File: src/rtl/stopwatch_counter.sv
// Stopwatch: synchronized, debounced start/stop, clear (and lap) buttons driving a 0..9999 tick counter.
// Define STOPWATCH_LAP_HOLD_EN to build the lap-hold display freeze; otherwise btn_lap is ignored.
module stopwatch_counter #(
    parameter int TICK_DIV        = 5000000,
    parameter int DEBOUNCE_CYCLES = 500000
) (
    input  logic        clk,
    input  logic        rst,
    input  logic        btn_start,
    input  logic        btn_clear,
    input  logic        btn_lap,
    output logic [15:0] number,
    output logic        running,
    output logic        overflow
);
    localparam int PW = $clog2(TICK_DIV);
    localparam int DW = $clog2(DEBOUNCE_CYCLES);
`ifdef STOPWATCH_LAP_HOLD_EN
    localparam int NB = 3;
`else
    localparam int NB = 2;
`endif
    localparam int B_START = 0;
    localparam int B_CLEAR = 1;

    typedef enum logic [1:0] {S_IDLE = 2'd0, S_RUN = 2'd1, S_PAUSE = 2'd2} state_t;

    logic [NB-1:0]         w_btn_raw;
    logic [NB-1:0]         r_sync1;
    logic [NB-1:0]         r_sync2;
    logic [NB-1:0]         r_level;
    logic [NB-1:0]         r_press;
    logic [NB-1:0][DW-1:0] r_db_cnt;

`ifdef STOPWATCH_LAP_HOLD_EN
    assign w_btn_raw = {btn_lap, btn_clear, btn_start};
`else
    logic w_unused_lap;
    assign w_unused_lap = btn_lap;
    assign w_btn_raw    = {btn_clear, btn_start};
`endif

    // A level change is accepted only after DEBOUNCE_CYCLES consecutive mismatching samples.
    always_ff @(posedge clk) begin
        if (rst) begin
            r_sync1  <= '0;
            r_sync2  <= '0;
            r_level  <= '0;
            r_press  <= '0;
            r_db_cnt <= '0;
        end else begin
            r_sync1 <= w_btn_raw;
            r_sync2 <= r_sync1;
            for (int i = 0; i < NB; i++) begin
                r_press[i] <= 1'b0;
                if (r_sync2[i] == r_level[i]) begin
                    r_db_cnt[i] <= '0;
                end else if (r_db_cnt[i] == DW'(DEBOUNCE_CYCLES - 1)) begin
                    r_db_cnt[i] <= '0;
                    r_level[i]  <= r_sync2[i];
                    r_press[i]  <= r_sync2[i];
                end else begin
                    r_db_cnt[i] <= r_db_cnt[i] + DW'(1);
                end
            end
        end
    end

    state_t      r_state;
    logic        r_running;
    logic        r_overflow;
    logic [PW-1:0] r_presc;
    logic [13:0] r_count;
    logic        w_start;
    logic        w_clear;
    logic        w_tick;
    logic        w_wrap;
    logic [13:0] w_count_next;

    assign w_start = r_press[B_START];
    assign w_clear = r_press[B_CLEAR];
    assign w_tick  = (r_state == S_RUN) && (r_presc == PW'(TICK_DIV - 1));
    assign w_wrap  = w_tick && (r_count == 14'd9999);

    always_comb begin
        w_count_next = r_count;
        if (w_clear || w_wrap) begin
            w_count_next = '0;
        end else if (w_tick) begin
            w_count_next = r_count + 14'd1;
        end
    end

    // Clear wins over a same-cycle start; the prescaler only moves while in RUN.
    always_ff @(posedge clk) begin
        if (rst) begin
            r_state    <= S_IDLE;
            r_running  <= 1'b0;
            r_presc    <= '0;
            r_count    <= '0;
            r_overflow <= 1'b0;
        end else begin
            r_count <= w_count_next;
            if (w_clear) begin
                r_state    <= S_IDLE;
                r_running  <= 1'b0;
                r_presc    <= '0;
                r_overflow <= 1'b0;
            end else begin
                if (r_state == S_RUN) begin
                    r_presc <= w_tick ? '0 : r_presc + PW'(1);
                end
                if (w_wrap) begin
                    r_overflow <= 1'b1;
                end
                if (w_start) begin
                    case (r_state)
                        S_IDLE, S_PAUSE: begin
                            r_state   <= S_RUN;
                            r_running <= 1'b1;
                        end
                        S_RUN: begin
                            r_state   <= S_PAUSE;
                            r_running <= 1'b0;
                        end
                        default: begin
                            r_state   <= S_IDLE;
                            r_running <= 1'b0;
                        end
                    endcase
                end
            end
        end
    end

    assign running  = r_running;
    assign overflow = r_overflow;

`ifdef STOPWATCH_LAP_HOLD_EN
    logic        r_hold;
    logic        w_hold_next;
    logic [13:0] r_number;

    always_comb begin
        w_hold_next = r_hold;
        if (w_clear) begin
            w_hold_next = 1'b0;
        end else if (r_press[2] && (r_state != S_IDLE)) begin
            w_hold_next = ~r_hold;
        end
    end

    // While held the display keeps its last value; releasing reloads it from the live count.
    always_ff @(posedge clk) begin
        if (rst) begin
            r_hold   <= 1'b0;
            r_number <= '0;
        end else begin
            r_hold <= w_hold_next;
            if (!w_hold_next) begin
                r_number <= w_count_next;
            end
        end
    end

    assign number = {2'b00, r_number};
`else
    assign number = {2'b00, r_count};
`endif
endmodule

File: config.mk
export PLATFORM = sky130hd
export DESIGN_NAME = stopwatch_counter
export DESIGN_NICKNAME = d
export VERILOG_FILES = /design/src/rtl/stopwatch_counter.sv
export SDC_FILE = /design/constraint.sdc
export NUM_CORES = 1
export LEC_CHECK = 0
export BUFFER_PORTS_ARGS = -buffer_cell sky130_fd_sc_hd__buf_2
export CAP_MARGIN = 20
export CORE_MARGIN = 8
export CORE_UTILIZATION = 55
export DETAILED_ROUTE_END_ITERATION = 7
export PLACE_DENSITY = 0.79
export RECOVER_POWER = 50
export REMOVE_ABC_BUFFERS = 1
export SYNTH_ARGS = -nofsm -noshare
export SYNTH_HDL_FRONTEND = slang
export SYNTH_SLANG_ARGS = --single-unit
File: constraint.sdc
create_clock -name clk -period 3.4 [get_ports clk]
set_clock_uncertainty 0.2 [all_clocks]
set_input_delay 0.68 -clock clk [delete_from_list [all_inputs] [get_ports clk]]
set_output_delay 0.68 -clock clk [all_outputs]
set_load 0.01 [all_outputs]
======== Yosys cells after proc, flatten, opt, wreduce, memory -nomap -nowiden ========
Index checks and enable logic that the tools add are counted.
storage, ports and cells
  register bits after elaboration ......... 87
  word-level logic and storage cells ...... 45
  input bits .............................. 5
  output and inout bits ................... 18
operators by class
  $add $sub $neg .......................... 4
  eq/ne operators ......................... 8
  reductions and logical operators ........ 13
  muxes and demuxes ....................... 3
  bitwise gates (word level) .............. 4
operators by type and width
  operator               count
  $add 19x1->19 const B  2
  $eq 19x19->1 const B   2
  $add 23x1->23 const B  1
  $eq 23x23->1 const B   1
  $mux 23                1
  $add 14x1->14 const B  1
  $eq 14x14->1 const B   1
  $reduce_or 3->1        4
  $reduce_or 2->1        3
  $not 1->1              4
  $pmux 2 s2             1
  $reduce_and 2->1       2
  $eq 1x1->1             2
  $eq 2x1->1 const B     1
  $eq 2x2->1 const B     1
  $logic_and 1x1->1      2
  $logic_not 2->1        1
  $logic_or 1x1->1       1
  $mux 1                 1

======== Depth between registers and ports, before layout ========
  word-level depth ........................ 5
  mapped depth ............................ 7
  mapped depth without buffers ............ 6

======== Worst setup path before layout ========
No wires, ideal clock.
  path type ............................... reg-to-reg
  start point ............................. register r_presc[6]
  end point ............................... register r_count[13]
  cell stages (with the launch flop) ...... 7
  required time ........................... 3.104 ns
  arrival time ............................ 1.838 ns
  path buffers ............................ 1
  setup time .............................. 0.096 ns
  path slack .............................. 1.267 ns
  clock period less this slack ............ 2.133 ns
  cell sequence ........................... dfxtp_1 -> or4b_4 -> nor4_4 -> nand3_2 -> or2_1 -> buf_6 -> o41ai_2
between the ends
  longest elaborated chain between the ends .. 5
ends and longest elaborated chain
  element                           line  source
  start, declared                   72    logic [PW-1:0] r_presc;
  start signal, assigned            111   r_presc <= w_tick ? '0 : r_presc + PW'(1);
  $eq 23x23->1 *                    82    assign w_tick = (r_state == S_RUN) && (r_presc == PW'(TICK_DIV - 1));
  $logic_and 1x1->1 *               82
  $logic_and 1x1->1                 83    assign w_wrap = w_tick && (r_count == 14'd9999);
  $logic_or 1x1->1                  87    if (w_clear || w_wrap) begin
  $reduce_or 2->1 (no source line)  n/a
  end signal, assigned              103   r_count <= w_count_next;
  end, declared                     73    logic [13:0] r_count;
Every way passes the cells marked *; elsewhere a longest branch is shown, timed or not.
A chain may end at the register's enable or synchronous reset.

======== Worst setup path in the final report ========
  start point ............................. register r_presc[6]
  end point ............................... register r_count[9]
Same word-level chain as after synthesis.

==> results.toml <==
[clocking]
cts_buffers = 9
numClockSinks = 87
clkLatencyLatePin_ns = 0.36
postCtsHoldBufs = 0
cts_resized = 0
clockRootBuffer = "clkbuf_8"
h-tree-depth = 3
clock_path_buffers = 2
clk_pin_slew_ns = 0.08
cts_tree = "yes"
cts_setup_buffers = 0

[sta]
slew_viol_final = 0
slew_headroom_pct = 15.61
hold_viol_final = 0
rsz0062_at_grt = "no"
min_period_ns = 2.631
fmax_mhz = 380.0
max_slew.worst_pin.slew_ns = 1.266
setup_tns_ns = 0
setup_viol_count_final = 0
holdWs_ns = 0.2408
period_share_pct = 77.40

[global_routing]
grt_pass1_wl_um = 12720
grt_antenna_before_repair = 0
grt_max_degree = 22
grt_pass1_vias = 2924
grt_usage_pct = 15.20
grt.overflow.total = 0

[cells_and_area]
multi_input_comb_area_sq_mm = 0.002085
drive_above_1_share_pct = 6.813
regArea_sq_mm = 0.001742
nets = 460
syn2layout_area_growth_pct = 8.919
diodes = 0
fillers = 604

[die]
die_area_sq_mm = 0.01007
die_y_um = 100.4
initial_core_util_pct = 57.29
io_pins = 23
num_rows = 30
core_sq_mm = 0.006832
fp.dieW_um = 100.4

[worst_setup_path]
cpPeakStageDelay_ns = 0.56
critical_path.reg2reg.startpoint = "r_presc[6]"
critPathLaunch = "r_presc[6]"
end_kind = "flip-flop"
slowest_stage = "or4b_4"
crit_type = "flip-flop to flip-flop"
critPathArrivalTime_ns = 2.69
crit_cells = 5
required_ns = 3.46
cp_top_family = "simple AND/OR/NAND/NOR gates"
path_buf_inv = 0
path_cells = "or4b_4 -> nor4_4 -> nand3_2 -> or2_1 -> o41ai_2"
cp_max_fo = 17
cp-start-kind = "flip-flop"
reg2reg_depth = 5

[yosys]
syn_area_sq_mm = 0.003914
syn_inst = 434
syn_avg_cell_area_sq_um = 9.018
ys_warn_count = 0
netlist_top_cells_area = "dfxtp_1 (45%), xor2_1 (8.7%), nor2_1 (7.3%)"
ys_types = 47
synthArstFlopShare_pct = 0
ys_seq_area_share_pct = 44.50
synth_seq_cells = 87
ys.flop_type = "dfxtp_1"
yosys.area.top_type = "dfxtp_1"
synth_top_area_share_pct = 44.50
synth_edf_count = 0

[place]
io_buffers = 19
gp_congestion = 0.7987
post-dp-hpwl_um = 4937

[status]
status = "complete, no violations"

[detailed_routing]
ant_nets = 0
viasPerCell = 5.525
route.detailed.drc = 0
routedWlPerCell_um = 13.03
routed_wl_um = 7181
vias = 3044
firstDrtPassIters = 4
drt_iter0_drc = 132

[job]
drv_cap = 0

[power]
peakVddDrop_uv = 349.4
power_density_mw_per_mm2 = 427.2
switching_share_pct = 20.01
leakage_uw = 0.001453
pwr-share-seq_pct = 56.1
p_comb_share_pct = 1.3
p_int_uw = 1457
p_sw_uw = 364.4
power_frac_clock_pct = 42.6

[min_path]
hold_depth = 1
hp-class = "flip-flop to flip-flop"
holdCritStartpoint = "r_sync1[1]"
flip-flops by register name (all words and copies together) (netlist names):
signal,flops
r_sync2,2
r_sync1,2
r_count,14
r_level,2
r_press,2
overflow,1
r_state,2
r_db_cnt,38
r_presc,23
running,1
worst reg2reg max path, stage by stage (launching register included):
cell,delay [ns]
dfxtp_1,0.36
or4b_4,0.56
nor4_4,0.20
nand3_2,0.35
or2_1,0.53
o41ai_2,0.34
synth_stat cells (3+ instances only):
library cell	count
nor4_1	6
nor2_1	76
dfxtp_1	87
nand2_1	36
and4_1	9
and3_1	10
xor2_1	39
a21oi_1	11
and2_1	3
nand2b_1	6
nand3_1	28
clkbuf_1	12
inv_1	4
nor2b_1	7
o211ai_1	10
nand4_1	16
nor3_1	6
mux2i_1	3
o41ai_2	8
ha_1	4
xnor2_1	17
or4_1	5
cell type report:
type                       instances  share of cell area (%)
multi-input combinational        328                   48.90
sequential                        87                   40.86
clock buffer                      12                   3.405
tap                               96                   2.818
timing repair buffer              21                   2.084
clock inverter                     3                   1.585
inverter                           4                  0.3522
cells in the final DEF (no fill, tap or decap), types with 3 or more instances in the layout:
cell / count
inv_1: 4
nor2_1: 76
and3_1: 10
nand4_1: 16
or4_1: 5
xnor2_1: 17
nand3_1: 28
o41ai_2: 8
mux2i_1: 3
a21oi_1: 11
nand2b_1: 6
nand2_1: 36
nor3_1: 6
nor4_1: 6
nor2b_1: 7
clkbuf_1: 19
and2_1: 3
ha_1: 4
clkbuf_8: 10
dfxtp_1: 87
o211ai_1: 10
and4_1: 9
xor2_1: 39
per-stage QoR:
| stage | area, sq um | utilization [%] | setup slack, ns | std cells | power (uW) |
|---|---|---|---|---|---|
| after floorplan | 3841 | - | 1.110 | 419 | 1061 |
| after global placement | 4071 | 59.60 | 0.8151 | 536 | 1070 |
| after detailed placement | 4071 | 59.60 | 0.8062 | 536 | 1070 |
| after CTS | 4284 | 62.71 | 0.7778 | 551 | 1843 |
| after global routing | 4263 | 62.40 | 0.6211 | 551 | 1882 |
| final | 4263 | 62.40 | 0.7686 | 551 | 1821 |
power by group through the flow:
stage	Sequential [uW]	Combinational [uW]	Clock [uW]
after floorplan	1050	14.8	0
after global routing	1020	26.0	833
after global placement	1050	23.5	0
after detailed placement	1050	24.0	0
final	1020	23.3	775
after CTS	1020	23.9	797
kinds of logic after synthesis:
family	count (synthesis)	synth area share (%)
simple gates	225	30.12
flops	87	44.50
xor+xnor	56	12.53
compound gates	38	8.376
buf+inv	20	2.333
fa+ha+maj	4	1.279
mux	3	0.7673
other cells	1	0.09582
final timing paths:
check	slack [ns]	endpoint
max	0.77	r_count[9]
min reg2reg	0.24	r_sync2[1]
max reg2reg	0.77	r_count[9]
min	0.24	r_sync2[1]
layer usage:
layer | global-route usage (%) | wire length [um]
met3 | 4.637 | 325
met4 | 5.116 | 84
met2 | 24.97 | 3457
met5 | 0 | 0
met1 | 18.35 | 3314
Power figures use the tool's default switching activity.
